### src/rtl/nor_seq_pkg.sv
// rtl/nor_seq_pkg.sv - shared types, step plans and step counts for the NOR sequencer
package nor_seq_pkg;

  localparam int STEP_W = 3;

  typedef enum logic [2:0] {
    OP_NOR  = 3'd0,
    OP_OR   = 3'd1,
    OP_NOTA = 3'd2,
    OP_AND  = 3'd3,
    OP_NAND = 3'd4,
    OP_XNOR = 3'd5,
    OP_XOR  = 3'd6,
    OP_BUFA = 3'd7
  } op_e;

  typedef enum logic {
    IDLE = 1'b0,
    RUN  = 1'b1
  } state_e;

  // NOR input sources
  typedef enum logic [2:0] {
    SRC_A  = 3'd0,
    SRC_B  = 3'd1,
    SRC_R1 = 3'd2,
    SRC_R2 = 3'd3,
    SRC_R3 = 3'd4
  } src_e;

  // Destination of one NOR evaluation
  typedef enum logic [1:0] {
    DST_R1 = 2'd0,
    DST_R2 = 2'd1,
    DST_R3 = 2'd2,
    DST_Y  = 2'd3
  } dst_e;

  typedef struct packed {
    src_e x;
    src_e y;
    dst_e dst;
  } step_t;

  // Number of NOR evaluations each function needs
  function automatic logic [STEP_W-1:0] op_steps(input op_e op);
    case (op)
      OP_NOR:  return 3'd1;
      OP_OR:   return 3'd2;
      OP_NOTA: return 3'd1;
      OP_AND:  return 3'd3;
      OP_NAND: return 3'd4;
      OP_XNOR: return 3'd4;
      OP_XOR:  return 3'd5;
      OP_BUFA: return 3'd2;
      default: return 3'd1;
    endcase
  endfunction

  function automatic step_t mk(input src_e x, input src_e y, input dst_e d);
    step_t s;
    s.x   = x;
    s.y   = y;
    s.dst = d;
    return s;
  endfunction

  // Operand selection and write target for step 'step' of function 'op'.
  // Every sequence writes a scratch register before it reads it, so stale
  // scratch contents from a previous operation never leak into a result.
  function automatic step_t step_plan(input op_e op, input logic [STEP_W-1:0] step);
    step_t s;
    s = mk(SRC_A, SRC_A, DST_Y);
    case (op)
      OP_NOR:  s = mk(SRC_A, SRC_B, DST_Y);
      OP_OR: begin
        if (step == 3'd0) s = mk(SRC_A, SRC_B, DST_R1);
        else              s = mk(SRC_R1, SRC_R1, DST_Y);
      end
      OP_NOTA: s = mk(SRC_A, SRC_A, DST_Y);
      OP_AND, OP_NAND: begin
        case (step)
          3'd0:    s = mk(SRC_A, SRC_A, DST_R1);
          3'd1:    s = mk(SRC_B, SRC_B, DST_R2);
          3'd2:    s = mk(SRC_R1, SRC_R2, (op == OP_AND) ? DST_Y : DST_R3);
          default: s = mk(SRC_R3, SRC_R3, DST_Y);
        endcase
      end
      OP_XNOR, OP_XOR: begin
        case (step)
          3'd0:    s = mk(SRC_A, SRC_B, DST_R1);
          3'd1:    s = mk(SRC_A, SRC_R1, DST_R2);
          3'd2:    s = mk(SRC_B, SRC_R1, DST_R3);
          3'd3:    s = mk(SRC_R2, SRC_R3, (op == OP_XNOR) ? DST_Y : DST_R1);
          default: s = mk(SRC_R1, SRC_R1, DST_Y);
        endcase
      end
      OP_BUFA: begin
        if (step == 3'd0) s = mk(SRC_A, SRC_A, DST_R1);
        else              s = mk(SRC_R1, SRC_R1, DST_Y);
      end
      default: s = mk(SRC_A, SRC_A, DST_Y);
    endcase
    return s;
  endfunction

endpackage

### src/rtl/nor_vec.sv
// rtl/nor_vec.sv - WIDTH-bit bitwise NOR stage
module nor_vec #(
  parameter int WIDTH = 8
) (
  input  logic [WIDTH-1:0] x_i,
  input  logic [WIDTH-1:0] y_i,
  output logic [WIDTH-1:0] z_o
);

  assign z_o = ~(x_i | y_i);

endmodule

### src/rtl/nor_seq_logic_unit.sv
// rtl/nor_seq_logic_unit.sv - eight logic functions built from one time-shared NOR stage
module nor_seq_logic_unit
  import nor_seq_pkg::*;
#(
  parameter int WIDTH = 8
) (
  input  logic             clk,
  input  logic             rst,
  input  logic             start,
  input  logic [2:0]       op,
  input  logic [WIDTH-1:0] a,
  input  logic [WIDTH-1:0] b,
  output logic             busy,
  output logic             done,
  output logic [WIDTH-1:0] y
);

  state_e              state_q, state_d;
  logic [STEP_W-1:0]   step_q;
  op_e                 op_q;
  logic [WIDTH-1:0]    a_q, b_q;
  logic [WIDTH-1:0]    r1_q, r2_q, r3_q;
  logic [WIDTH-1:0]    y_q;
  logic                done_q;

  step_t               plan;
  logic                last_step;
  logic [WIDTH-1:0]    nor_x, nor_y, nor_z;

  assign plan      = step_plan(op_q, step_q);
  assign last_step = (step_q == (op_steps(op_q) - STEP_W'(1)));

  // Route the current step's two operands into the shared NOR
  always_comb begin
    nor_x = a_q;
    nor_y = a_q;
    case (plan.x)
      SRC_A:   nor_x = a_q;
      SRC_B:   nor_x = b_q;
      SRC_R1:  nor_x = r1_q;
      SRC_R2:  nor_x = r2_q;
      SRC_R3:  nor_x = r3_q;
      default: nor_x = a_q;
    endcase
    case (plan.y)
      SRC_A:   nor_y = a_q;
      SRC_B:   nor_y = b_q;
      SRC_R1:  nor_y = r1_q;
      SRC_R2:  nor_y = r2_q;
      SRC_R3:  nor_y = r3_q;
      default: nor_y = a_q;
    endcase
  end

  nor_vec #(.WIDTH(WIDTH)) u_nor (
    .x_i (nor_x),
    .y_i (nor_y),
    .z_o (nor_z)
  );

  // FSM state register
  always_ff @(posedge clk) begin
    if (rst) state_q <= IDLE;
    else     state_q <= state_d;
  end

  // FSM next state: accept in IDLE, leave RUN after the final step
  always_comb begin
    state_d = state_q;
    case (state_q)
      IDLE:    if (start) state_d = RUN;
      RUN:     if (last_step) state_d = IDLE;
      default: state_d = IDLE;
    endcase
  end

  // FSM outputs
  always_comb begin
    busy = (state_q == RUN);
    done = done_q;
    y    = y_q;
  end

  // Operand capture, step counter, scratch/result writes and done pulse
  always_ff @(posedge clk) begin
    if (rst) begin
      step_q <= '0;
      op_q   <= OP_NOR;
      a_q    <= '0;
      b_q    <= '0;
      r1_q   <= '0;
      r2_q   <= '0;
      r3_q   <= '0;
      y_q    <= '0;
      done_q <= 1'b0;
    end else begin
      done_q <= 1'b0;
      case (state_q)
        IDLE: begin
          if (start) begin
            a_q    <= a;
            b_q    <= b;
            op_q   <= op_e'(op);
            step_q <= '0;
          end
        end
        RUN: begin
          step_q <= step_q + STEP_W'(1);
          case (plan.dst)
            DST_R1:  r1_q <= nor_z;
            DST_R2:  r2_q <= nor_z;
            DST_R3:  r3_q <= nor_z;
            default: y_q  <= nor_z;
          endcase
          if (last_step) done_q <= 1'b1;
        end
        default: ;
      endcase
    end
  end

endmodule
### config.mk
export PLATFORM = sky130hd
export DESIGN_NAME = nor_seq_logic_unit
export DESIGN_NICKNAME = d
export VERILOG_FILES = /design/src/rtl/nor_seq_pkg.sv /design/src/rtl/nor_vec.sv /design/src/rtl/nor_seq_logic_unit.sv
export SDC_FILE = /design/constraint.sdc
export NUM_CORES = 1
export LEC_CHECK = 0
export BUFFER_PORTS_ARGS = -buffer_cell sky130_fd_sc_hd__buf_2
export CAP_MARGIN = 30
export CORE_ASPECT_RATIO = 2
export CORE_MARGIN = 3
export CORE_UTILIZATION = 45
export DETAILED_ROUTE_END_ITERATION = 12
export GPL_TIMING_DRIVEN = 0
export PLACE_DENSITY = 0.59
export SYNTH_ARGS = -nofsm -noshare
export SYNTH_HDL_FRONTEND = slang
export SYNTH_HIERARCHICAL = 1
export SYNTH_SLANG_ARGS = --single-unit
### constraint.sdc
create_clock -name clk -period 4.45 [get_ports clk]
set_clock_uncertainty 0.15 [all_clocks]
set_input_delay 0.2225 -clock clk [delete_from_list [all_inputs] [get_ports clk]]
set_output_delay 0.2225 -clock clk [all_outputs]
set_load 0.02 [all_outputs]
======== Yosys cells after proc, flatten, opt, wreduce, memory -nomap -nowiden ========
Memory sizes are Yosys's and may differ from the RTL's. A register that Yosys moved wholly into a read port is not among the register bits.
Index checks and enable logic that the tools add are counted.
word-level totals
  output and inout port bits .............. 10
  input bits .............................. 22
  logic and storage cells ................. 68
  ROM bits ................................ 24
  memories kept ........................... 1
  bits in registers ....................... 56
operators by class
  multiplexer cells ....................... 17
  $add $sub $neg .......................... 2
  equal/unequal tests ..................... 22
  bitwise operators ....................... 4
  reduce and logical (&&, ||, !) cells .... 12
memory list
  name             depth  width  read ports  clocked after memory_dff  wr ports  line               text
  (no name shown)  8      3      1           1                         0         nor_seq_pkg.sv:47  case (op)
operator list
  cell                                                  number
  case mux 8 bit (4 select lines)                       2
  case mux 8 bit (6 select lines)                       1
  case mux 7 bit (4 select lines)                       1
  equality test 3 x 2 -> 1 bit (second input constant)  8
  case mux 8 bit (3 select lines)                       1
  equality test 3 bit (second input constant)           6
  two-way mux 7 bit                                     2
  equality test 3 x 1 -> 1 bit (second input constant)  4
  AND reduction 2 bit                                   5
  two-way mux 3 bit                                     3
  inverter 8 bit                                        1
  OR 8 bit                                              1
  zero test 3 bit                                       2
  case mux 3 bit (2 select lines)                       1
  OR reduction 2 bit                                    3
  two-way mux 1 bit                                     4
  adder 3 x 1 -> 3 bit (second input constant)          1
  equality test 3 bit                                   1
  OR reduction 3 bit                                    1
  subtractor 3 x 1 -> 3 bit (second input constant)     1
  equality test 2 x 1 -> 1 bit (second input constant)  1
  equality test 2 bit (second input constant)           1
  zero test 2 bit                                       1
  two-way mux 2 bit                                     1
  other kinds (3)                                       4

======== Longest topological paths before layout ========
Gate-level depths: netlist of run 1.
  depth in word-level cells ............... 8
  mapped depth ............................ 13
  gate-level depth less buffers ........... 11

======== By module ========
The synthesis of run 1 kept the hierarchy.
modules (own cells, without submodules)
  module              area each (µm²)  seq. area each (µm²)  cells an instance  instances
  nor_seq_logic_unit  3455.8           1181.1                397                1
  nor_vec             30.0             0.0                   8                  1

======== Least setup slack after synthesis of run 1 ========
OpenSTA, ideal clock, no wires.
  path type ............................... register -> register
  start point ............................. register step_q[2]
  end point ............................... register r1_q[5]
  cell stages (with the launch flop) ...... 14
  arrival ................................. 2336 ps
  period minus slack after synthesis ...... 2608 ps
  path buffers ............................ 3
  required time ........................... 4178 ps
  library setup time ...................... 122 ps
  setup slack ............................. 1842 ps
  cell sequence ........................... dfxtp_1 buf_4 inv_1 ha_1 clkbuf_1 nor3_1 o221a_2 clkbuf_1 nor2_1 o221ai_1 o21a_1 nor2_1 nand2b_1 mux2i_1
between the ends
  longest elaborated chain between the ends .. 7
  elaborated cells between the ends (all ways) .. 23
  classes of those cells .................. eq/ne: 11; mux: 7; bitwise: 2; reduce/logical: 3
ends and longest elaborated chain
  element                                                        line                       text
  start: declaration                                             nor_seq_logic_unit.sv:19   logic [STEP_W-1:0] step_q;
  start signal: assignment                                       nor_seq_logic_unit.sv:108  step_q <= step_q + STEP_W'(1);
  equality test 3 x 2 -> 1 bit, or another cell as far along     nor_seq_pkg.sv:90          case (step)
  case mux 7 bit (4 select lines), or another cell as far along  nor_seq_pkg.sv:90
  case mux 8 bit (6 select lines) (*)                            nor_seq_pkg.sv:74          case (op)
  equality test 3 bit, or another cell as far along              nor_seq_logic_unit.sv:37   case (plan.x)
  case mux 8 bit (4 select lines) (*)                            nor_seq_logic_unit.sv:37
  net nor_x[5]                                                   nor_seq_logic_unit.sv:28   logic [WIDTH-1:0] nor_x, nor_y, nor_z;
  OR 8 bit (*)                                                   nor_vec.sv:10              assign z_o = ~(x_i | y_i);
  inverter 8 bit (*)                                             nor_vec.sv:10
  net nor_z[5]                                                   nor_seq_logic_unit.sv:28
  end signal: assignment                                         nor_seq_logic_unit.sv:110  DST_R1: r1_q <= nor_z;
  end: declaration                                               nor_seq_logic_unit.sv:22   logic [WIDTH-1:0] r1_q, r2_q, r3_q;
Mark *: on every way through the listed nets, which the timed path passes. The rest lies on a longest branch.
A chain may end at the register's enable or synchronous reset.

======== Worst setup path in the final report of run 1 ========
  start point ............................. register step_q[2]
  end point ............................... register y_q[5], in the netlist y[5]
between the ends
  longest elaborated chain between the ends .. 7
  elaborated cells between the ends (all ways) .. 27
  classes of those cells .................. eq/ne: 13; mux: 7; bitwise: 3; reduce/logical: 4
ends and longest elaborated chain
  element                                                        line                       text
  equality test 3 x 2 -> 1 bit, or another cell as far along     nor_seq_pkg.sv:90
  case mux 7 bit (4 select lines), or another cell as far along  nor_seq_pkg.sv:90
  case mux 8 bit (6 select lines) (*)                            nor_seq_pkg.sv:74
  equality test 3 bit, or another cell as far along              nor_seq_logic_unit.sv:37
  case mux 8 bit (4 select lines) (*)                            nor_seq_logic_unit.sv:37
  net nor_x[5]                                                   nor_seq_logic_unit.sv:28
  OR 8 bit (*)                                                   nor_vec.sv:10
  inverter 8 bit (*)                                             nor_vec.sv:10
  net nor_z[5]                                                   nor_seq_logic_unit.sv:28
  end signal: assignment                                         nor_seq_logic_unit.sv:113  default: y_q <= nor_z;
  end: declaration                                               nor_seq_logic_unit.sv:23   logic [WIDTH-1:0] y_q;
Marked as above.

==> impl_metrics.csv, run 1 <==
group,metric,value,unit
run_status,status,"finished, final reports clean",
cts,cts_tree,"built",
floorplan,dieArea,8900,µm²
detailed_routing,first_pass_iters,4,
worst_setup_path,crit_path_start_kind,"flop",
finish,fin_nets,490,
sta,timing.hold.ws,0.0757,ns
synthesis,synthesis.nets,433,
cts,ctsResizeCount,0,
sta,setup_viol,0,
sta,rsz0062_at_grt,"no",
placement,place_hpwl,7430,µm
finish,antenna_cells,0,
synthesis,synth_edf_count,0,
min_path,hold_depth,3,
worst_setup_path,r2r_cells,13,
synthesis,syn_avg_cell_area,8.61,µm²
power_and_ir_drop,power.leakage,1.71,nW
sta,maxSlewViolCount,0,
sta,fmax,301,MHz
sta,min_period,3.33,ns
sta,fin_crit_sh,74.8,%
floorplan,die_x,68.2,µm
sta,relSlewSlack,58.1,%
detailed_routing,avgViaCountPerCell,5.56,
cts,clkTransAtPathRegs,0.05,ns
cts,clockRootBuffer,"clkbuf_16",
global_route,grt_max_degree,11,
detailed_routing,drc,0,
synthesis,ys_seq_area_share,33.9,%
worst_setup_path,cp_data_required_time,4.51,ns
synthesis,ys.flop_type,"dfxtp_1",
global_route,grt.total_usage,24.5,%
min_path,hp-start,"start",
finish,drive_above_1_share,15.2,%
cts,cts_made_buffers,9,
global_route,met1_usage,25.6,%
floorplan,io_pins,32,
cts,postCtsHoldBufs,16,
floorplan,fp.dieH,130,µm
synthesis,yosys_warnings,6,
placement,port_buffers,30,
power_and_ir_drop,p_total,1.61,mW
global_route,antenna_found_initial,0,
power_and_ir_drop,vdd_ir_drop_max,0.311,mV
floorplan,placementRows,44,
detailed_routing,vias,3110,
synthesis,syn_inst,405,
worst_setup_path,reg2reg_to,"y[5]",
finish,fillerInstances,686,
finish,areaGrowthSynthToFinish,20.5,%
global_route,grt_pass1_vias,3107,
sta,finalSetupTns,0,ns
placement,placed_cells,527,
worst_setup_path,critPathCaptureType,"flop",
cts,htree_levels,3,
synthesis,ys_ff_latch,59,
global_route,grt_overflow,0,
sta,hold_viol,0,
worst_setup_path,reg2reg_from,"step_q[2]",
cts,clock_latency,0.33,ns
global_route,grtUsageMet2,44.4,%
cts,clockBufferDepth,2,
detailed_routing,drtIter0Drc,280,
finish,stdcell_count,559,
global_route,grt-busiest-layer,"met2",
worst_setup_path,path_max_fanout,10,
power_and_ir_drop,power.density,384,nW/µm²
finish,fin_util,56.9,%
cts,cts_setup_buffers,0,
detailed_routing,wl_per_cell,17.6,µm
worst_setup_path,critPathKind,"reg2reg",
synthesis,yosysUniqueCellTypes,50,
finish,final_cell_mix,"59 x dfxtp_1, 57 x nand2_1, 55 x nand2b_1",
min_path,hold_class,"in2reg",
worst_setup_path,reg2reg_slack,1.12,ns
cts,clkSinkCount,59,
synthesis,syn_area,3490,µm²
floorplan,start_util,47.3,%
worst_setup_path,cp.arrival,3.38,ns
finish,layout_commonest_cell,"dfxtp_1",
placement,finalWeightedCongestion,0.865,
detailed_routing,drt_wl_total,9850,µm
min_path,holdPathEnd,"step_q[2]",
synthesis,synthArstFlopShare,0,%
global_route,grt_pass1_wl,16000,µm
floorplan,coreArea,7380,µm²
run,maxCapViolCount,0,
global_route,use_met3,5.05,%
detailed_routing,postRouteAntennaNets,0,
sta,tightest_slew,0.629,ns
per-stage QoR:
stage	area, µm²	worst slack, ns
5_1_grt	4200	1.01
4_1_cts	4200	1.24
3_5_place_dp	3750	1.26
6_report	4200	1.12
2_1_floorplan	3490	1.84
3_3_place_gp	3750	1.33
registers in the layout (all words and copies together) (netlist names), named ones only:
name    count
a_q         8
b_q         8
busy        1
done        1
op_q        3
r1_q        8
r2_q        8
r3_q        8
step_q      3
y           8
critical path: stages, from the launching register on:
cell      delay (ns)
dfxtp_1         0.37
buf_4           0.20
inv_1           0.13
ha_1            0.22
clkbuf_1        0.19
nor3_1          0.48
o221a_2         0.32
clkbuf_1        0.37
nor2_1          0.10
o221ai_1        0.23
o21a_1          0.15
nor2_1          0.04
nand2b_1        0.15
mux2i_1         0.10
final cells by class:
cell class / instances / area [µm²] / area share [%]
Inverter: 8 / 30.0 / 0.715
Sequential cell: 59 / 1180 / 28.1
Buffer: 23 / 114 / 2.71
Clock inverter: 2 / 35.0 / 0.834
Tap cell: 92 / 115 / 2.74
Timing Repair Buffer: 46 / 310 / 7.39
Clock buffer: 14 / 254 / 6.05
Multi-Input combinational cell: 315 / 2160 / 51.4
cell families (layout without fill, tap and decap cells):
logic type / count (synthesis) / after routing / synth area share (%)
flip-flops: 59 / 59 / 33.9
AND/OR/NAND/NOR: 182 / 182 / 27.6
AO/OA/AOI/OAI: 78 / 78 / 17.5
multiplexers: 43 / 43 / 12.7
adder cells (fa/ha/maj): 6 / 6 / 2.15
XOR/XNOR: 6 / 6 / 2.05
buffers and inverters: 31 / 93 / 4.13
how the worst max path moves through the flow:
stage               from  endpoint  depth (start not counted)
3_3_place_gp   step_q[2]      y[5]                         13
6_report       step_q[2]      y[5]                         13
2_1_floorplan  step_q[2]   r1_q[5]                         13
4_1_cts        step_q[2]      y[5]                         13
5_1_grt        step_q[2]      y[5]                         13
3_5_place_dp   step_q[2]   r1_q[5]                         13
power by group:
group / switching [mW] / internal (mW)
clock: 0.233 / 0.448
combinational: 0.196 / 0.143
sequential: 0.0287 / 0.565
metal layers:
layer	vias to the layer above	part of all wire (%)
li1	1533	-
met1	1476	37
met2	81	55
met3	20	4.6
met4	0	3.3
met5	-	0
cell usage after synthesis, types with 3 or more instances:
library cell   n  area (µm²)
dfxtp_1       59        1180
nand2_1       57         214
nand2b_1      55         344
mux2i_1       42         420
a21oi_1       25         125
nor2_1        25        93.8
nor3_1        15        75.1
clkbuf_1      13        48.8
nor2b_1        8        50.1
a31oi_1        7        43.8
inv_1          7        26.3
o21ai_0        7        35.0
o221a_1        7        78.8
ha_1           6        75.1
o21a_1         6        45.0
o22a_1         6        52.6
o221ai_1       5        43.8
buf_2          4        20.0
buf_4          4        30.0
nand3_1        3        15.0
nand3_2        3        30.0
o311ai_0       3        26.3
xor2_1         3        26.3
(Power assumes the default switching activity.)
==> run 2: changes to the inputs <==
==> constraint.sdc (replaced) <==
create_clock -name clk -period 3.1 [get_ports clk]
set_clock_uncertainty 0.15 [all_clocks]
set_input_delay 0.155 -clock clk [delete_from_list [all_inputs] [get_ports clk]]
set_output_delay 0.155 -clock clk [all_outputs]
set_load 0.02 [all_outputs]
==> run 2 against run 1 <==
  * Die area stayed put
  * Clock power increased by 43%
  * First-iteration DRC count fell by 10%
  * Worst setup slack got worse by 0.97 ns
  * Clock-buffer cell count unchanged
  * Via count is 1.4% higher
  * Power rose by 46%
  * Sequential cell count unchanged
  * Combinational power increased by 53%
  * Design area grew 2.7%
  * Critical path type unchanged
  * Largest cell class unchanged
==> impl_metrics.csv, run 2 (same netlist as run 1, synthesis figures left out) <==
group,metric,value,unit
run_status,status,"finished, final reports clean",
placement,pre_cts_slack,-0.0948,ns
min_path,hold_class,"in2reg",
run,maxCapViolCount,0,
global_route,antenna_found_initial,0,
floorplan,die_x,68.2,µm
worst_setup_path,cpPeakStageDelay,0.37,ns
cts,htree_levels,3,
detailed_routing,wl_met1,3770,µm
sta,min_period,2.94,ns
cts,cts_tree,"built",
sta,relSlewSlack,61.4,%
finish,fin_nets,492,
detailed_routing,first_pass_iters,4,
floorplan,start_util,47.3,%
worst_setup_path,cp_slowest_cell,"o221ai_4",
floorplan,fp.dieH,130,µm
cts,clock_latency,0.33,ns
sta,hold_viol,0,
detailed_routing,highest_layer,"met4",
power_and_ir_drop,vdd_ir_drop_max,0.446,mV
detailed_routing,avgViaCountPerCell,5.62,
worst_setup_path,path_max_fanout,10,
detailed_routing,postRouteAntennaNets,0,
finish,layout_commonest_cell,"dfxtp_1",
finish,areaGrowthSynthToFinish,23.7,%
global_route,grt_pass1_wl,16100,µm
global_route,grt_max_degree,11,
detailed_routing,drc,0,
sta,timing.hold.ws,0.00468,ns
floorplan,dieArea,8900,µm²
finish,fillerInstances,662,
sta,fmax,340,MHz
finish,ff_latch_area,1180,µm²
global_route,grt.total_usage,24.7,%
finish,antenna_cells,0,
worst_setup_path,critPathBufInv,2,
finish,drive_above_1_share,17.5,%
sta,setup_ws,0.157,ns
floorplan,placementRows,44,
cts,clockBufferDepth,2,
placement,place_hpwl,7430,µm
global_route,grt_pass1_vias,3113,
worst_setup_path,cp_data_required_time,3.21,ns
detailed_routing,drtIter0Drc,251,
finish,final_cell_mix,"58 x dfxtp_1, 57 x nand2_1, 55 x nand2b_1",
cts,clkSinkCount,59,
placement,placed_cells,527,
power_and_ir_drop,power.leakage,1.74,nW
finish,multi_input_area,2230,µm²
global_route,grt_overflow,0,
cts,clockRootBuffer,"clkbuf_16",
detailed_routing,wl_met3,463,µm
floorplan,coreArea,7380,µm²
detailed_routing,vias,3152,
placement,port_buffers,30,
sta,tightest_slew,0.579,ns
worst_setup_path,critPathKind,"reg2reg",
sta,setup_viol,0,
placement,finalWeightedCongestion,0.865,
sta,maxSlewViolCount,0,
detailed_routing,met2_wirelength,5610,µm
worst_setup_path,cp_cell_sequence,"buf_4 > inv_1 > ha_1 > o22a_1 > o221ai_4 > nor2_2 > xnor2_4 > o221a_1 > nor2_1 > nand2b_1 > mux2i_1",
finish,stdcell_count,561,
cts,cts_made_buffers,9,
sta,fin_crit_sh,94.9,%
worst_setup_path,crit_path_start_kind,"flop",
worst_setup_path,critPathTopFamily,"compound AO/OA/AOI/OAI gates",
worst_setup_path,cp.arrival,3.05,ns
worst_setup_path,critPathCaptureType,"flop",
floorplan,io_pins,32,
power_and_ir_drop,power.density,545,nW/µm²
detailed_routing,drt_wl_total,10100,µm
cts,clkTransAtPathRegs,0.05,ns
detailed_routing,wl_per_cell,17.9,µm
-- run 2: final cells by class --
type / instances / area share (%)
buffer: 22 / 2.70
clock buffer: 14 / 5.89
clock inverter: 2 / 0.812
inverter: 8 / 0.696
multi-input combinational: 315 / 51.8
sequential: 59 / 27.4
tap: 92 / 2.67
timing repair buffer: 49 / 8.01
-- run 2: routing by layer --
| layer | track usage (%) | vias up |
|---|---|---|
| met3 | 4.88 | 16 |
| met4 | 10.9 | 0 |
| met5 | 0 | - |
| met1 | 26.0 | 1513 |
| li1 | - | 1536 |
| met2 | 45.4 | 87 |
-- run 2: metrics by stage --
step / power, mW / utilization [%] / TNS, ns / area [µm²]
CTS: 2.33 / 57.0 / 0 / 4210
floorplan: 1.20 / - / 0 / 3490
finish: 2.35 / 58.5 / 0 / 4310
detailed placement: 1.33 / 50.8 / -1.05 / 3750
global placement: 1.33 / 50.8 / -0.118 / 3750
global route: 2.45 / 58.5 / -0.0184 / 4310
-- run 2: worst paths after layout --
kind | start | to | slack (ns) | cells past startpoint
setup / recovery | step_q[2] | r1_q[6] | 0.16 | 11
hold / removal | start | step_q[2] | 0.005 | 3
setup reg to reg | step_q[2] | r1_q[6] | 0.16 | 11
hold reg to reg | y[6] | y[6] | 0.32 | 2
-- run 2: timing repair --
action / CTS / global route
hold endpoints to repair: 16 / 0
gates resized for setup: 1 / 17
pin swaps: 0 / 3
hold buffers: 16 / 0
endpoints found under the setup margin: 27 / 32
buffers inserted: 0 / 3
-- run 2: power breakdown --
part	switching [mW]	internal (mW)
clock	0.334	0.643
combinational	0.293	0.227
sequential	0.0424	0.812
total	0.669	1.68
-- run 2: worst reg2reg max path, delay by kind of cell, from the launching register on --
family | cells | cell delay [ns]
fa+ha+maj | 1 | 0.35
compound gates | 3 | 0.89
mux | 1 | 0.17
buf+inv | 2 | 0.35
xor+xnor | 1 | 0.20
simple gates | 3 | 0.41
flops | 1 | 0.36
